===== src/rtl/regfile_wb_arbiter.sv =====
// Two-source writeback arbiter for the register-file write port: A wins, B is forced after MAX_WAIT lost cycles.
// Optional saturating statistics counters built only when WB_ARB_STATS_EN is defined.
module regfile_wb_arbiter #(
  parameter int MAX_WAIT = 4,
  parameter int STAT_W   = 16
) (
  input  logic              clk,
  input  logic              nRST,
  input  logic              a_valid,
  output logic              a_ready,
  input  logic [4:0]        a_wsel,
  input  logic [31:0]       a_wdat,
  input  logic              b_valid,
  output logic              b_ready,
  input  logic [4:0]        b_wsel,
  input  logic [31:0]       b_wdat,
  output logic              rf_WEN,
  output logic [4:0]        rf_wsel,
  output logic [31:0]       rf_wdat,
  output logic [STAT_W-1:0] conflict_cnt,
  output logic [STAT_W-1:0] force_cnt
);
  localparam int CW = $clog2(MAX_WAIT + 1);

  typedef enum logic {NORMAL, FORCE_B} state_t;

  state_t        state, state_nxt;
  logic [CW-1:0] wait_cnt, wait_nxt;
  logic          a_xfer, b_xfer;

  always_ff @(posedge clk or negedge nRST) begin
    if (!nRST) begin
      state    <= NORMAL;
      wait_cnt <= '0;
    end else begin
      state    <= state_nxt;
      wait_cnt <= wait_nxt;
    end
  end

  // Readies decode from state and the other port's valid only, never their own valid.
  always_comb begin
    a_ready   = 1'b1;
    b_ready   = !a_valid;
    state_nxt = state;
    wait_nxt  = wait_cnt;
    case (state)
      NORMAL: begin
        if (b_valid && !b_ready) begin
          wait_nxt = wait_cnt + 1'b1;
          if (wait_cnt == CW'(MAX_WAIT - 1)) state_nxt = FORCE_B;
        end else begin
          wait_nxt = '0;
        end
      end
      FORCE_B: begin
        a_ready   = 1'b0;
        b_ready   = 1'b1;
        state_nxt = NORMAL;
        wait_nxt  = '0;
      end
      default: state_nxt = NORMAL;
    endcase
  end

  assign a_xfer = a_valid && a_ready;
  assign b_xfer = b_valid && b_ready;

  // Register 0 writes still complete the handshake but never assert WEN.
  always_ff @(posedge clk or negedge nRST) begin
    if (!nRST) begin
      rf_WEN  <= 1'b0;
      rf_wsel <= '0;
      rf_wdat <= '0;
    end else if (a_xfer) begin
      rf_WEN  <= (a_wsel != 5'd0);
      rf_wsel <= a_wsel;
      rf_wdat <= a_wdat;
    end else if (b_xfer) begin
      rf_WEN  <= (b_wsel != 5'd0);
      rf_wsel <= b_wsel;
      rf_wdat <= b_wdat;
    end else begin
      rf_WEN  <= 1'b0;
    end
  end

`ifdef WB_ARB_STATS_EN
  logic force_go;
  assign force_go = (state == NORMAL) && (state_nxt == FORCE_B);

  always_ff @(posedge clk or negedge nRST) begin
    if (!nRST) begin
      conflict_cnt <= '0;
      force_cnt    <= '0;
    end else begin
      if (a_valid && b_valid && (conflict_cnt != '1)) conflict_cnt <= conflict_cnt + 1'b1;
      if (force_go && (force_cnt != '1))              force_cnt    <= force_cnt + 1'b1;
    end
  end
`else
  assign conflict_cnt = '0;
  assign force_cnt    = '0;
`endif

endmodule


===== config.mk =====
export PLATFORM = sky130hd
export DESIGN_NAME = regfile_wb_arbiter
export DESIGN_NICKNAME = d
export VERILOG_FILES = /design/src/rtl/regfile_wb_arbiter.sv
export SDC_FILE = /design/constraint.sdc
export NUM_CORES = 1
export LEC_CHECK = 0
export BUFFER_PORTS_ARGS = -buffer_cell sky130_fd_sc_hd__buf_2
export CORE_UTILIZATION = 41
export CTS_CLUSTER_SIZE = 8
export DETAILED_ROUTE_END_ITERATION = 8
export MAX_ROUTING_LAYER = met4
export PLACE_DENSITY = 0.78
export SKIP_LAST_GASP = 1
export SLEW_MARGIN = 15
export SYNTH_ARGS = -nofsm -noshare
export SYNTH_HDL_FRONTEND = slang
export SYNTH_SLANG_ARGS = --single-unit
export TNS_END_PERCENT = 100

===== constraint.sdc =====
create_clock -name clk -period 2 [get_ports clk]
set_input_delay 0 -clock clk [delete_from_list [all_inputs] [get_ports clk]]
set_output_delay 0 -clock clk [all_outputs]
set_load 0.005 [all_outputs]

==> impl_metrics.ini <==
[clock_tree]
clk_pin_slew_ns = 0.08
cts-htree-levels = 2
tritoncts = yes
root_buffer = clkbuf_8
clk_latency_ns = 0.29
cts_max_path_buffers = 2
cts_made_buffers = 5
clock_sinks = 42

[logic_synthesis]
synth_commonest_cells = 42 x dfrtp_1, 38 x nand2_1, 37 x mux2i_1, 37 x o21ai_0, 36 x buf_4
yosysTopAreaCellShare_pct = 48.6
yosys_warnings = 0
ys.flop_type = dfrtp_1
synth-edff-count = 0
postSynthCellCount = 216
yosysMostFrequentCell = dfrtp_1
synthTopCellsByArea = dfrtp_1 49%, mux2i_1 17%, buf_4 13%, o21ai_0 8.6%, nand2_1 6.6%
yosys.cell_types.count = 15
yosys_register_bits = 42
ys_seq_area_share_pct = 48.6
synth_largest_area_cell = dfrtp_1
avgSynthCellArea_um2 = 10.0
async_flop_share_pct = 100
synth.cell_area_um2 = 2160

[global_routing]
gr-usage-all-layers_pct = 20.0
overflow = 0
grt_max_degree = 58
grt_pass1_wl_mm = 8.09
antenna_found_initial = 0
grt_pass1_vias = 1912

[floorplanning]
die_y_um = 74.6
initial_core_util_pct = 42.3
ios = 150
die_area_um2 = 5570
core-area_um2 = 5110
die_x_um = 74.6
rows = 26

[timing]
tns_ns = 0
tightest_slew_ns = 0.561
rsz0062_at_grt = false
maxSlewHeadroom_pct = 62.6
final-setup-viol-count = 0
slew_viol_final = 0
fmax_mhz = 548
final_hold_viol_count = 0
finalCritPeriodShare_pct = 91.2
fin_worst_skew_ns = 0.00252
min_period_ns = 1.82

[placement]
hpwl_mm = 3.54
io_buffers = 117
place.gp.congestion = 0.757
dp_cells = 392

[run]
cap_violations = 0

[critical_path]
r2r_slack_ns = 0.18
crit_path_start = state$_DFF_PN0_
start_kind = flop
cp.arrival_ns = 2.00
rr_startpoint = state$_DFF_PN0_
crit_type = reg -> reg
reg2regPathDepth = 4
endpoint = rf_wdat[6]$_DFFE_PN0P_
critPathCaptureType = flop
r2r-end = rf_wdat[6]$_DFFE_PN0P_
worstPathRequired_ns = 2.18
crit_fanout = 57

[power]
comb_power_share_pct = 22.0
power.leakage_nw = 1.75
p_switching_mw = 0.511
power_frac_clock_pct = 28.8
sw_frac_of_total_pct = 26.2
ir_drop_uv = 381
p_int_mw = 1.44
pwr-share-seq_pct = 49.2
power.density_nw_per_um2 = 604

[routing]
totalWireLength_mm = 5.42
drt-vias-per-instance = 4.44
drt-initial-drc-count = 29
drt_pre_antenna_iters = 4
vias = 1975
wire_per_inst_um = 12.2
drc = 0
postRouteAntennaNets = 0

[layout]
drive_gt1_share_pct = 34.4
area_delta_synth_final_pct = 49.2
num_antenna_cells = 0
final_cells = 445
nNetsFinal = 454

[worst_hold_path]
hold_path_class = in -> reg
whs_path_depth = 3

[status]
status = finished clean
cells by family after synthesis:
logic type      count (synthesis)  synth area share, %
buf+inv                        49                 15.2
simple gates                   45                 8.51
compound gates                 40                 9.26
other cells                     1                0.173
fa+ha+maj                       2                 1.16
flops                          42                 48.6
mux                            37                 17.1
worst max-delay path: stages (launching register included):
cell and delay, ns:
dfrtp_1 0.41, nor2b_4 0.12, buf_4 0.41, o21ai_0 0.18, dlygate4sd3_1 0.59
worst min path at each step:
stage	from	end	slack (ns)
2_1_floorplan	nRST	rf_WEN$_DFF_PN0_	-0.30
3_3_place_gp	nRST	rf_wdat[24]$_DFFE_PN0P_	-0.03
3_5_place_dp	nRST	rf_wdat[24]$_DFFE_PN0P_	-0.03
4_1_cts	b_wdat[9]	rf_wdat[9]$_DFFE_PN0P_	0.003
5_1_grt	b_wsel[0]	rf_wsel[0]$_DFFE_PN0P_	0.02
6_report	b_wdat[8]	rf_wdat[8]$_DFFE_PN0P_	0.003
power groups by stage:
stage | clock network [mW] | registers (mW) | logic [mW]
CTS | 0.581 | 0.958 | 0.426
finish | 0.562 | 0.959 | 0.428
global placement | 0 | 0.970 | 0.338
floorplan | 0 | 0.981 | 0.196
detailed placement | 0 | 0.973 | 0.351
global route | 0.606 | 0.969 | 0.481
final cells by class:
class,instances,area (µm²)
fill,423,1880
timing repair buffer,166,1080
sequential,42,1050
multi-input combinational,156,907
tap,70,87.6
clock buffer,7,86.3
inverter,3,11.3
clock inverter,1,5.00
stage by stage:
step	area, µm²	setup slack [ns]	total power, mW	utilization, %	hold WS [ns]
2_1_floorplan	2280	0.956	1.18	-	-0.296
3_3_place_gp	2690	0.816	1.31	52.6	-0.0323
3_5_place_dp	2690	0.733	1.32	52.6	-0.0261
4_1_cts	3230	0.224	1.96	63.2	0.00330
5_1_grt	3230	0.0588	2.06	63.2	0.0210
6_report	3230	0.176	1.95	63.2	0.00298
registers in the layout, summed over array words and instances (netlist names):
signal    cells
rf_WEN        1
rf_wdat      32
rf_wsel       5
state         1
wait_cnt      3
cells in the final DEF (no fill, tap or decap), drive strengths merged, types with 3 or more instances in the layout:
master and count:
buf 121, clkbuf 7, conb 32, dfrtp 42
dlygate4sd3 45, inv 3, mux2i 37, nand2 38
o21ai 40
repair_timing:
action	CTS	global route
hold buffers	45	0
hold endpoints to repair	57	0
buffers inserted	0	0
gates resized for setup	0	0
routing by layer:
metal  GRT usage, %  part of all wire (%)
met5              -                     0
met4           4.40                  0.74
met3           4.95                   6.5
met2           39.9                    55
met1           18.9                    38
(Power assumes the default switching activity.)
